--- src/rtl/drate_pkg.sv ---
// ============================================================================
// drate_pkg : shared sample types, 16-bit saturation limits and the
//             reciprocal helper for the drate rate down-converter.
// Revision  : 1.0 - initial release
// ============================================================================
`default_nettype none

package drate_pkg;

  typedef logic signed [15:0] ws16_t;
  typedef logic signed [15:0] rs16_t;

  localparam ws16_t S16_MAX = 16'sh7FFF;
  localparam ws16_t S16_MIN = 16'sh8000;

  // Fractional bits of the reciprocal used to turn a window sum into a mean
  localparam int DRATE_S = 18;

  function automatic int drate_k(input int r, input int s);
    return ((1 << s) + r / 2) / r;
  endfunction

endpackage

`default_nettype wire

--- src/rtl/drate_scale.sv ---
// ============================================================================
// drate_scale : stage-2 multiply by reciprocal K and stage-3 round/saturate.
//               Only instantiated when DRATE_AVG_EN is defined.
// Revision    : 1.0 - initial release
// ============================================================================
`default_nettype none

module drate_scale
  import drate_pkg::*;
#(
  parameter int AW = 21,
  parameter int K  = 13107,
  parameter int S  = 18
) (
  input  logic                 clk,
  input  logic                 rst,
  input  logic signed [AW-1:0] i_win,
  input  logic                 i_vld,
  output ws16_t                o_out,
  output logic                 o_stb
);

  localparam int PW = AW + S + 1;
  localparam logic signed [PW-1:0] c_K    = PW'(K);
  localparam logic signed [PW-1:0] c_HALF = PW'(1 << (S - 1));
  localparam logic signed [PW-1:0] c_MAX  = PW'(S16_MAX);
  localparam logic signed [PW-1:0] c_MIN  = PW'(S16_MIN);

  logic signed [PW-1:0] w_win_ext;
  logic signed [PW-1:0] w_prod;
  logic signed [PW-1:0] w_rnd;
  logic signed [PW-1:0] w_y;
  ws16_t                w_sat;

  logic signed [PW-1:0] r_prod;
  logic                 r_vld;
  ws16_t                r_out;
  logic                 r_stb;

  assign w_win_ext = {{(PW - AW){i_win[AW-1]}}, i_win};
  assign w_prod    = w_win_ext * c_K;
  assign w_rnd     = r_prod + c_HALF;
  assign w_y       = w_rnd >>> S;

  always_comb begin
    if (w_y > c_MAX) begin
      w_sat = S16_MAX;
    end else if (w_y < c_MIN) begin
      w_sat = S16_MIN;
    end else begin
      w_sat = w_y[15:0];
    end
  end

  always_ff @(posedge clk or posedge rst) begin
    if (rst) begin
      r_prod <= '0;
      r_vld  <= 1'b0;
      r_out  <= '0;
      r_stb  <= 1'b0;
    end else begin
      r_prod <= w_prod;
      r_vld  <= i_vld;
      r_stb  <= r_vld;
      if (r_vld) begin
        r_out <= w_sat;
      end
    end
  end

  assign o_out = r_out;
  assign o_stb = r_stb;

endmodule

`default_nettype wire

--- src/rtl/drate.sv ---
// ============================================================================
// drate : integer-ratio sample-rate down-converter (R = F_H/F_L).
//         DRATE_AVG_EN defined: boxcar average; undefined: pure decimation.
// Revision : 1.0 - initial release
// ============================================================================
`default_nettype none

module drate
  import drate_pkg::*;
#(
  parameter int F_H = 60,
  parameter int F_L = 3
) (
  input  logic  clk,
  input  logic  rst,
  input  ws16_t in,
  output ws16_t out,
  output logic  out_stb
);

  localparam int R  = F_H / F_L;
  localparam int PW = (R < 2) ? 1 : $clog2(R);
  localparam logic [PW-1:0] c_LAST = PW'(R - 1);

  if ((F_H % F_L != 0) || (R < 2) || (R > 1024)) begin : g_bad_ratio
    $error("drate: F_H/F_L must be an integer ratio in 2..1024");
  end

  logic [PW-1:0] r_phase;
  logic          r_vld1;
  logic          w_last;

  assign w_last = (r_phase == c_LAST);

  always_ff @(posedge clk or posedge rst) begin
    if (rst) begin
      r_phase <= '0;
      r_vld1  <= 1'b0;
    end else if (w_last) begin
      r_phase <= '0;
      r_vld1  <= 1'b1;
    end else begin
      r_phase <= r_phase + PW'(1);
      r_vld1  <= 1'b0;
    end
  end

`ifdef DRATE_AVG_EN
  localparam int AW = 16 + $clog2(R);
  localparam int K  = drate_k(R, DRATE_S);

  logic signed [AW-1:0] r_acc;
  logic signed [AW-1:0] r_win;
  logic signed [AW-1:0] w_sum;

  assign w_sum = r_acc + {{(AW - 16){in[15]}}, in};

  // The last sample of a window goes straight into win, so acc restarts at 0
  always_ff @(posedge clk or posedge rst) begin
    if (rst) begin
      r_acc <= '0;
      r_win <= '0;
    end else if (w_last) begin
      r_win <= w_sum;
      r_acc <= '0;
    end else begin
      r_acc <= w_sum;
    end
  end

  drate_scale #(
    .AW (AW),
    .K  (K),
    .S  (DRATE_S)
  ) u_scale (
    .clk   (clk),
    .rst   (rst),
    .i_win (r_win),
    .i_vld (r_vld1),
    .o_out (out),
    .o_stb (out_stb)
  );
`else
  ws16_t r_win;
  ws16_t r_pass;
  logic  r_vld2;
  ws16_t r_out;
  logic  r_stb;

  // Two pass-through stages keep latency identical to the averaging build
  always_ff @(posedge clk or posedge rst) begin
    if (rst) begin
      r_win  <= '0;
      r_pass <= '0;
      r_vld2 <= 1'b0;
      r_out  <= '0;
      r_stb  <= 1'b0;
    end else begin
      if (w_last) begin
        r_win <= in;
      end
      r_pass <= r_win;
      r_vld2 <= r_vld1;
      r_stb  <= r_vld2;
      if (r_vld2) begin
        r_out <= r_pass;
      end
    end
  end

  assign out     = r_out;
  assign out_stb = r_stb;
`endif

endmodule

`default_nettype wire

--- config.mk ---
export PLATFORM = sky130hd
export DESIGN_NAME = drate
export DESIGN_NICKNAME = d
export VERILOG_FILES = /design/src/rtl/drate_pkg.sv /design/src/rtl/drate_scale.sv /design/src/rtl/drate.sv
export SDC_FILE = /design/constraint.sdc
export NUM_CORES = 1
export LEC_CHECK = 0
export BUFFER_PORTS_ARGS = -buffer_cell sky130_fd_sc_hd__buf_4
export CAP_MARGIN = 30
export CORE_ASPECT_RATIO = 0.6
export CORE_MARGIN = 10
export CORE_UTILIZATION = 48
export DETAILED_ROUTE_END_ITERATION = 6
export PLACE_DENSITY_LB_ADDON = 0.1
export SYNTH_ARGS = -nofsm -noshare
export SYNTH_HDL_FRONTEND = slang
export SYNTH_SLANG_ARGS = --single-unit
export TNS_END_PERCENT = 50
--- constraint.sdc ---
create_clock -name clk -period 1.9 [get_ports clk]
set_clock_uncertainty 0.1 [all_clocks]
set_input_delay 0.38 -clock clk [delete_from_list [all_inputs] [get_ports clk]]
set_output_delay 0.38 -clock clk [all_outputs]
set_load 0.01 [all_outputs]
* Word-level counts from Yosys, hierarchy flattened *
Cells that the tools add are included.

cells by class
  equal/unequal tests = 1
  multiplexer cells = 2
  add/subtract/negate cells = 1

operator list
  operator               count
  $add A5 B1 Y5 const B  1
  $eq A5 B5 Y1 const B   1
  $mux W5                1
  $mux W1                1

storage, ports and cells
  register bits = 56
  logic and storage cells = 11
  output and inout port bits = 17
  input port bits = 18

* Depth between registers and ports, before layout *
  depth in word-level cells = 2
  gate-level depth with buffers = 4
  mapped depth without buffers = 4

* Least setup slack after synthesis *
No wires, ideal clock.

  kind = register -> register
  from = register r_phase[0]
  to = register r_win[10]
  data arrival time = 1526 ps
  path slack = 149 ps
  setup time = 125 ps
  data required time = 1675 ps
  cell stages (with the launch flop) = 5
  period minus slack after synthesis = 1751 ps
  buffers on the path = 1
  path through = dfrtp_1 -> ha_1 -> nor4b_4 -> buf_8 -> mux2_4

on the way
  cells in the longest elaborated chain, start to end = 1

RTL lines
  element                   RTL line      RTL
  start: declaration        drate.sv:29   logic [PW-1:0] r_phase;
  start signal: assignment  drate.sv:43   r_phase <= r_phase + PW'(1);
  $eq A5 B5 Y1              drate.sv:33   assign w_last = (r_phase == c_LAST);
  net w_last                drate.sv:31   logic w_last;
  end signal: assignment    drate.sv:100  r_win <= in;
  end: declaration          drate.sv:84   ws16_t r_win;

The timed path passes the listed nets, and every way through them passes these cells.
A chain may end at the register's enable or synchronous reset.

* Final worst setup path *
  from = register r_phase[0]
  to = register r_win[11]

on the way
  cells in the longest elaborated chain, start to end = 1

RTL lines
  element       RTL line
  $eq A5 B5 Y1  drate.sv:33

Every way passes these cells.

==> metrics.cfg <==
[run_status]
status=completed

[critical_path]
cp_num_buf_inv=1
worstSetupEndpointType=flip-flop
critPathSlowestCell=dfrtp_1
cp-start-kind=flip-flop
cp_top_family=flip-flops
path_cells=ha_1, nor4b_4, buf_4, mux2_2
crit_type=reg2reg
slowest_delay_ns=0.39
cp_data_arrival_time_ns=1.78
critPathLaunch=r_phase[0]
worstReg2RegStart=r_phase[0]
crit_required_ns=1.98
cp_max_fo=12

[synth]
syn_nets=124
seq_area_frac_synth_pct=73.0
ys_async_sr_fraction_pct=100
postSynthCellCount=105
syn_avg_cell_area_um2=18.3
yosys.cell_types.count=17
synth-edff-count=0
synth-main-ff-cell=dfrtp_1
ys_warn_count=0
synth_seq_cells=56
syn_area_um2=1920

[place]
gp_congestion=0.657
hpwl_um=2210
io_buffers=34
place_area_um2=2260

[power]
p_leak_nw=1.07
ir_drop_mv=0.660
powerDensity_nw_per_um2=859

[floorplan]
ios=35
core_region_area_um2=3760
start_util_pct=51.0
die_area_um2=7010
num_rows=17
die_w_um=102
die_h_um=69.0

[clock_network]
cts_resized=0
cts_inserted_buffers=5
clock_latency_ns=0.29
cts-root-buf=clkbuf_8
clockBufferDepth=2
path_clk_slew_ns=0.09
clock_sinks=56
cts-hold-fix-buffers=1
htreeDepth=2
cts_tree=yes
post_cts_buffers=0

[timing]
drv_slew=0
worst_pin_slew_ns=0.398
fmax_ghz=0.589
rsz0062_at_grt=no
slew_headroom_pct=73.5
hold_violations=0
min_period_ns=1.70
final.period_utilization_pct=89.3
fin_setup_tns_ns=0
setup_viol=0

[finish]
syn_to_final_growth_pct=23.1
drive_gt1_share_pct=54.7
final_cell_mix=dfrtp_1 (56), buf_4 (38), mux2_2 (24)
finalInstanceArea_um2=2360
diodes=0
fin_nets=168
mostFrequentLayoutCell=dfrtp_1

[route]
drt_pass1_iterations=4
drc_errors=0
first_iter_violations=14
viasPerCell=5.01
wl_um=3070
avgRoutedWirePerCell_um=15.6
num_vias=986
detail-route-antenna-nets=0

[global_routing]
grt_pass1_vias=1066
grtUsageTotal_pct=9.36
grt_max_degree=40
grt_antenna_before_repair=0
overflow=0
grt_first_pass_wirelength_um=5050

[worst_hold_path]
min-delay-start=in[6]
hold_path.class=in2reg

[job]
maxCapViolCount=0

[stage by stage]
stage          hold WS (ns)  worst slack, ns  util, %  std cells  total power, mW
5_1_grt               0.196           0.0993     62.8        197             2.12
4_1_cts               0.202            0.201     62.8        197             2.06
6_report              0.208            0.203     62.8        197             2.03
3_5_place_dp          0.239            0.223     60.1        188             1.42
2_1_floorplan         0.231           0.0487        -        105             1.34
3_3_place_gp          0.237            0.309     60.1        188             1.41
[routing by layer]
layer / GRT usage, % / routed length, µm / vias to the layer above
met5: 0 / 0 / -
met4: 2.13 / 15 / 0
met3: 4.86 / 244 / 2
met2: 15.6 / 1470 / 24
met1: 10.7 / 1340 / 515
li1: - / - / 445
[Yosys cell counts, types with 2 or more instances]
cell type / count / area (µm²)
inv_1: 2 / 7.51
mux2_4: 8 / 120
mux2_2: 24 / 270
o21ai_0: 3 / 15.0
dfrtp_1: 56 / 1400
[cell type report]
class	count	area, µm²
tap	47	58.8
inverter	3	11.3
timing repair buffer	40	315
multi-input combinational	43	484
fill	283	1400
clock buffer	7	86.3
sequential	56	1400
clock inverter	1	7.51
[sequential cells by signal, indices dropped and copies added (netlist names)]
register / flops
out: 16
out_stb: 1
r_pass: 16
r_phase: 5
r_vld1: 1
r_vld2: 1
r_win: 16
[path summary, 6_finish.rpt]
kind                       slack [ns]    endpoint  cells past startpoint
setup / recovery                 0.20   r_win[11]                      4
hold / removal                   0.21    r_win[6]                      2
setup reg to reg                 0.20   r_win[11]                      4
hold reg to reg                  0.26      r_vld2                      0
max in group asynchronous        0.64  r_pass[11]                      4
min in group asynchronous        0.53      out[0]                      3
[logic make-up (layout without fill, tap and decap cells)]
family                   Yosys count  in the layout  synth area share (%)
adder cells (fa/ha/maj)            1              1                 0.651
buffers and inverters              6             51                  1.82
multiplexers                      32             32                  20.3
XOR/XNOR                           1              1                 0.456
AND/OR/NAND/NOR                    4              4                  2.08
AO/OA/AOI/OAI                      5              5                  1.69
flip-flops                        56             56                  73.0
[worst reg2reg max path, stage by stage, from the launching register on]
cell	delay (ns)
dfrtp_1	0.39
ha_1	0.23
nor4b_4	0.24
buf_4	0.26
mux2_2	0.36
[where the power goes]
| group | internal, mW | switching (mW) |
|---|---|---|
| Clock | 0.297 | 0.342 |
| Sequential | 1.24 | 0.0221 |
| Combinational | 0.0776 | 0.0513 |
| Total | 1.62 | 0.416 |
Power figures use the tool's default switching activity.
